--- config.mk ---
export PLATFORM = sky130hd
export DESIGN_NAME = game_mode_ctrl
export DESIGN_NICKNAME = d
export VERILOG_FILES = /design/src/rtl/game_mode_ctrl.sv
export SDC_FILE = /design/constraint.sdc
export NUM_CORES = 1
export LEC_CHECK = 0
export ABC_CLOCK_PERIOD_IN_PS = 3900
export CORE_UTILIZATION = 65
export CTS_BUF_LIST = sky130_fd_sc_hd__clkbuf_8
export DETAILED_ROUTE_END_ITERATION = 16
export DONT_BUFFER_PORTS = 1
export PLACE_DENSITY = 0.9
export SYNTH_ARGS = -nofsm -noshare
export SYNTH_HDL_FRONTEND = slang
export SYNTH_SLANG_ARGS = --single-unit
--- constraint.sdc ---
create_clock -name clk -period 3.9 [get_ports clk]
set_clock_uncertainty 0.1 [all_clocks]
set_input_delay 0.39 -clock clk [delete_from_list [all_inputs] [get_ports clk]]
set_output_delay 0.39 -clock clk [all_outputs]
set_load 0.005 [all_outputs]
--- src/rtl/game_mode_ctrl.sv ---
`default_nettype none
// =====================================================================
// game_mode_ctrl : debounced menu/launch controller for four game modes
// Build option   : WIN_TALLY_EN adds per-mode win tallies (menu digit 0)
// Revision       : 1.0
// =====================================================================
module game_mode_ctrl #(
  parameter int DEBOUNCE_CYCLES = 1_000_000,
  parameter int GAP_CYCLES      = 16
) (
  input  logic        clk,
  input  logic        reset,
  input  logic        btn_mode_raw,
  input  logic        btn_go_raw,
  input  logic [63:0] mode_led,
  input  logic [79:0] mode_seg,
  input  logic [15:0] mode_dp,
  input  logic [3:0]  mode_win,
  output logic [3:0]  active,
  output logic        btn_go_stop,
  output logic [15:0] led,
  output logic [19:0] seg_data,
  output logic [3:0]  dp_data,
  output logic [1:0]  cur_mode
);

  localparam int C_DB_W  = (DEBOUNCE_CYCLES > 1) ? $clog2(DEBOUNCE_CYCLES) : 1;
  localparam int C_GAP_W = (GAP_CYCLES > 1) ? $clog2(GAP_CYCLES) : 1;

  localparam logic [C_DB_W-1:0]  C_DB_LAST  = C_DB_W'(DEBOUNCE_CYCLES - 1);
  localparam logic [C_DB_W-1:0]  C_DB_ONE   = C_DB_W'(1);
  localparam logic [C_GAP_W-1:0] C_GAP_LAST = C_GAP_W'(GAP_CYCLES - 1);
  localparam logic [C_GAP_W-1:0] C_GAP_ONE  = C_GAP_W'(1);

  localparam logic [4:0]  C_HYPHEN    = 5'd10;
  localparam logic [4:0]  C_BLANK     = 5'd31;
  localparam logic [19:0] C_SEG_RESET = {C_HYPHEN, C_HYPHEN, C_HYPHEN, C_HYPHEN};

  localparam logic [1:0] S_MENU = 2'd0;
  localparam logic [1:0] S_GAP  = 2'd1;
  localparam logic [1:0] S_PLAY = 2'd2;

  logic [1:0]         state_q, state_d;
  logic [1:0]         cur_mode_q, cur_mode_d;
  logic [C_GAP_W-1:0] gap_cnt_q, gap_cnt_d;
  logic [15:0]        led_q, led_d;
  logic [19:0]        seg_q, seg_d;
  logic [3:0]         dp_q, dp_d;

  logic [1:0] w_raw;
  logic [1:0] w_edge;
  logic       w_go_level;
  logic       w_mode_edge;
  logic       w_go_edge;
  logic [4:0] w_mode_num;
  logic [4:0] w_digit0;
  logic [19:0] w_menu_seg;

  assign w_raw = {btn_go_raw, btn_mode_raw};

  // Bit 0 is the mode button, bit 1 the go/stop button.
  for (genvar gi = 0; gi < 2; gi++) begin : g_btn
    logic              sync1_q;
    logic              sync2_q;
    logic              deb_q;
    logic              deb_prev_q;
    logic [C_DB_W-1:0] cnt_q;

    always_ff @(posedge clk or posedge reset) begin
      if (reset) begin
        sync1_q    <= 1'b0;
        sync2_q    <= 1'b0;
        deb_q      <= 1'b0;
        deb_prev_q <= 1'b0;
        cnt_q      <= '0;
      end else begin
        sync1_q    <= w_raw[gi];
        sync2_q    <= sync1_q;
        deb_prev_q <= deb_q;
        if (sync2_q == deb_q) begin
          cnt_q <= '0;
        end else if (cnt_q == C_DB_LAST) begin
          deb_q <= sync2_q;
          cnt_q <= '0;
        end else begin
          cnt_q <= cnt_q + C_DB_ONE;
        end
      end
    end

    assign w_edge[gi] = deb_q & ~deb_prev_q;
  end

  assign w_go_level  = g_btn[1].deb_q;
  assign w_mode_edge = w_edge[0];
  assign w_go_edge   = w_edge[1];

`ifdef WIN_TALLY_EN
  logic [3:0] tally_q [4];
  logic       win_prev_q;
  logic       w_win_rise;

  assign w_win_rise = mode_win[cur_mode_q] & ~win_prev_q;

  // Tallies saturate at 9 so they always fit one decimal digit.
  always_ff @(posedge clk or posedge reset) begin
    if (reset) begin
      win_prev_q <= 1'b0;
      for (int i = 0; i < 4; i++) begin
        tally_q[i] <= 4'd0;
      end
    end else begin
      win_prev_q <= mode_win[cur_mode_q];
      if ((state_q == S_PLAY) && w_win_rise && (tally_q[cur_mode_q] != 4'd9)) begin
        tally_q[cur_mode_q] <= tally_q[cur_mode_q] + 4'd1;
      end
    end
  end

  assign w_digit0 = {1'b0, tally_q[cur_mode_q]};
`else
  logic w_unused_win;
  assign w_unused_win = ^mode_win;
  assign w_digit0     = C_BLANK;
`endif

  assign w_mode_num = {3'b000, cur_mode_q} + 5'd1;
  assign w_menu_seg = {C_HYPHEN, w_mode_num, C_HYPHEN, w_digit0};

  always_comb begin
    state_d    = state_q;
    cur_mode_d = cur_mode_q;
    gap_cnt_d  = gap_cnt_q;
    case (state_q)
      S_MENU: begin
        // Mode press takes priority over a coincident go press.
        if (w_mode_edge) begin
          cur_mode_d = cur_mode_q + 2'd1;
        end else if (w_go_edge) begin
          state_d   = S_GAP;
          gap_cnt_d = '0;
        end
      end
      S_GAP: begin
        if (gap_cnt_q == C_GAP_LAST) begin
          state_d = S_PLAY;
        end else begin
          gap_cnt_d = gap_cnt_q + C_GAP_ONE;
        end
      end
      S_PLAY: begin
        if (w_mode_edge) begin
          state_d = S_MENU;
        end
      end
      default: begin
        state_d = S_MENU;
      end
    endcase
  end

  always_comb begin
    led_d = 16'h0000;
    seg_d = w_menu_seg;
    dp_d  = 4'h0;
    if (state_q == S_PLAY) begin
      led_d = mode_led[{cur_mode_q, 4'b0000} +: 16];
      seg_d = mode_seg[20 * cur_mode_q +: 20];
      dp_d  = mode_dp[{cur_mode_q, 2'b00} +: 4];
    end
  end

  always_ff @(posedge clk or posedge reset) begin
    if (reset) begin
      state_q    <= S_MENU;
      cur_mode_q <= 2'd0;
      gap_cnt_q  <= '0;
      led_q      <= 16'h0000;
      seg_q      <= C_SEG_RESET;
      dp_q       <= 4'h0;
    end else begin
      state_q    <= state_d;
      cur_mode_q <= cur_mode_d;
      gap_cnt_q  <= gap_cnt_d;
      led_q      <= led_d;
      seg_q      <= seg_d;
      dp_q       <= dp_d;
    end
  end

  // Mode blocks are held cleared whenever they are not the running mode.
  assign active      = (state_q == S_PLAY) ? (4'b0001 << cur_mode_q) : 4'b0000;
  assign btn_go_stop = (state_q == S_PLAY) & w_go_level;
  assign led         = led_q;
  assign seg_data    = seg_q;
  assign dp_data     = dp_q;
  assign cur_mode    = cur_mode_q;

endmodule
`default_nettype wire

==> results.tsv <==
stage	metric	value	unit
floorplanning	dieArea	0.008013	mm2
global_route	grt_pass1_wl	17.31	mm
global_route	track_usage	30.39	%
route	dr_total_vias	3416	
setup_path	critical_path.top_delay_family	flip-flops	
route	antenna_left	0	
finish	layout_common_cells	dfrtp_1 (86), mux4_2 (39), and2_1 (35)	
yosys	ys.flop_type	dfrtp_1	
clock_network	clock_sinks	96	
finish	syn_to_final_growth	7.037	%
setup_path	end_kind	output pin	
placement	place_congestion	0.8491	
flow_run	drv_cap	0	
global_route	grt_pass1_vias	3441	
setup_path	critPathLaunch	cur_mode[0]$_DFFE_PP0P_	
sta	setup_viol	0	
clock_network	cts-root-buf	clkbuf_8	
sta	max_freq	388.4	MHz
floorplanning	initial_utilization	67.91	%
clock_network	cts_tree	built	
clock_network	cts_made_buffers	9	
route	wl_per_cell	21.88	um
floorplanning	core-area	0.007331	mm2
finish	fin_area	0.005329	mm2
route	firstDrtPassIters	4	
clock_network	clk_path_buf_depth	2	
pwr	p_leak	2.115	nW
floorplanning	die_w	89.52	um
pwr	p_per_area	332.0	mW/mm2
setup_path	slowest_delay	740	ps
sta	slew-limit-headroom	35.53	%
route	finalWirelength	11.44	mm
yosys	yosysWarnings	0	
setup_path	crit_path_cell_trace	buf_4 > ha_1 > and2_1	
placement	detailed_place_hpwl	8.753	mm
sta	period_share	66.01	%
sta	fin_ws	1326	ps
worst_hold_path	hp-start	mode_seg[10]	
route	drt_iter0_drc	275	
yosys	synth-async-reset-ratio	100.0	%
yosys	syn_area	0.004979	mm2
global_route	antenna_found_initial	6	
floorplanning	ios	215	
sta	finalHoldViolCount	0	
finish	fin_nets	589	
pwr	finalPower	1.769	mW
yosys	yosysUniqueCellTypes	41	
status	status	completed	
clock_network	clk_pin_slew_worst_paths	90	ps
setup_path	worstPathArrival	2080	ps
sta	setup_tns	0	ps
clock_network	h-tree-depth	3	
route	viasPerCell	6.532	
sta	rsz0062_at_grt	false	
setup_path	cp-start-kind	flop	
setup_path	r2r-start	g_btn[1].cnt_q[0]$_DFF_PP0_	
clock_network	cts_setup_buffers	0	
yosys	synth_edf_count	0	
yosys	avgSynthCellArea	12.03	um2
global_route	grt_max_degree	46	
finish	drive_above_1_share	18.85	%
placement	dpl_cell_area	0.005074	mm2
global_route	grt_overflow_total	0	
yosys	synth_fp_nets	589	
clock_network	post_cts_resized	0	
sta	drv_slew	0	
route	drc_errors	0	
sta	timing.final.crit_period	2574	ps
yosys	synth-seq-area-share	48.45	%
placement	port_buffers	0	
clock_network	clk-insertion-delay-late	350	ps
worst_hold_path	hold_class	input pin to flop	
yosys	ys_seq_elements	96	
pwr	ir_drop	189.0	uV
sta	tightest_slew	967.0	ps
finish	fin_util	72.69	%
setup_path	worstPathMaxFanout	25	
floorplanning	rows	31	
setup_path	critPathKind	flop to output pin	
setup_path	worstPathRequired	3410	ps
setup_path	worst-path-buf-inv	1	
setup_path	cpMaxStageDelayCell	dfrtp_2	
finish	mostFrequentLayoutCell	dfrtp_1	
floorplanning	die_h	89.52	um
yosys	synth_cells	414	
placement	pre_cts_ws	1633	ps
==> repair_timing <==
| action | 4_1_cts | 5_1_grt |
|---|---|---|
| endpoints found under the setup margin | 0 | 0 |
| hold buffers | 3 | 0 |
| endpoints found under the hold margin | 24 | 0 |
==> synthesized netlist by cell type, types with 2 or more instances <==
| cell | n | area [um2] |
|---|---|---|
| a21oi_1 | 12 | 60.06 |
| xor2_1 | 11 | 96.34 |
| nor3_1 | 8 | 40.04 |
| nand3_1 | 20 | 100.1 |
| and2_1 | 35 | 219.0 |
| nand4b_1 | 3 | 26.28 |
| nand2b_1 | 12 | 75.07 |
| inv_1 | 10 | 37.54 |
| o21ai_0 | 8 | 40.04 |
| o31ai_1 | 4 | 30.03 |
| o31ai_2 | 2 | 25.02 |
| xnor2_1 | 19 | 166.4 |
| mux2i_1 | 2 | 20.02 |
| nor4_1 | 11 | 68.82 |
| or4_1 | 6 | 45.04 |
| nor2b_1 | 3 | 18.77 |
| buf_2 | 4 | 20.02 |
| dfstp_2 | 8 | 210.2 |
| nor2_1 | 30 | 112.6 |
| or3_1 | 3 | 18.77 |
| nand2_1 | 23 | 86.33 |
| nor4b_1 | 2 | 17.52 |
| and3_1 | 7 | 43.79 |
| nand4_1 | 7 | 43.79 |
| mux2_2 | 3 | 33.78 |
| clkbuf_1 | 15 | 56.30 |
| ha_1 | 7 | 87.58 |
| dfrtp_1 | 88 | 2202 |
| mux4_2 | 39 | 878.3 |
==> per-layer routing <==
| metal | track usage (%) | wire length (um) | vias up |
|---|---|---|---|
| met5 | 0 | 13 | - |
| met4 | 11.98 | 325 | 2 |
| met3 | 12.74 | 1000 | 27 |
| met2 | 46.91 | 5739 | 176 |
| met1 | 38.68 | 4363 | 1706 |
| li1 | - | - | 1505 |
==> path summary, 6_finish.rpt <==
path	slack (ps)	cells after the start	to
worst max-delay path	1330	3	active[3]
worst min-delay path	210	2	seg_data[10]$_DFF_PP0_
worst max register to register	1590	6	g_btn[1].cnt_q[5]$_DFF_PP0_
worst min register to register	260	0	g_btn[0].sync2_q$_DFF_PP0_
max in group asynchronous	2520	3	seg_data[18]$_DFF_PP1_
min in group asynchronous	370	2	g_btn[1].cnt_q[13]$_DFF_PP0_
==> final cells by class <==
cell class | instances | area, um2
Antenna cell | 5 | 12.51
Clock buffer | 9 | 123.9
Inverter | 10 | 38.79
Clock inverter | 7 | 88.84
Multi-Input combinational cell | 288 | 2451
Sequential cell | 96 | 2415
Timing Repair Buffer | 9 | 75.07
Fill cell | 459 | 2002
Tap cell | 99 | 123.9
==> registers in the layout, indices dropped and copies added (netlist names), 4 cells and up <==
signal,cells
gap_cnt_q,4
dp_data,4
seg_data,20
g_btn.cnt_q,40
led,16
==> through the flow <==
step / hold slack [ps] / std cells
floorplan: 231.2 / 414
global placement: 167.2 / 499
detailed placement: 173.7 / 499
CTS: 186.9 / 518
global route: 199.6 / 521
finish: 208.1 / 523
==> worst reg2reg max path: stages, from the launching register on <==
cell	delay (ps)
dfrtp_1	430
ha_1	260
nand2_1	160
nand4bb_1	250
o31ai_2	640
buf_4	300
nor2_1	70
==> report_power, final <==
part,internal (mW),switching [mW],leakage [nW]
logic,0.0392,0.0361,0.728
clock network,0.357,0.327,0.112
registers,1.00,0.00796,1.28
==> logic make-up after synthesis <==
logic type	share of synthesized area [%]
XOR/XNOR	5.278
multiplexers	18.72
flip-flops	48.45
buffers and inverters	2.362
AO/OA/AOI/OAI	3.393
AND/OR/NAND/NOR	20.03
adder cells (fa/ha/maj)	1.759
Power figures use the tool's default switching activity.
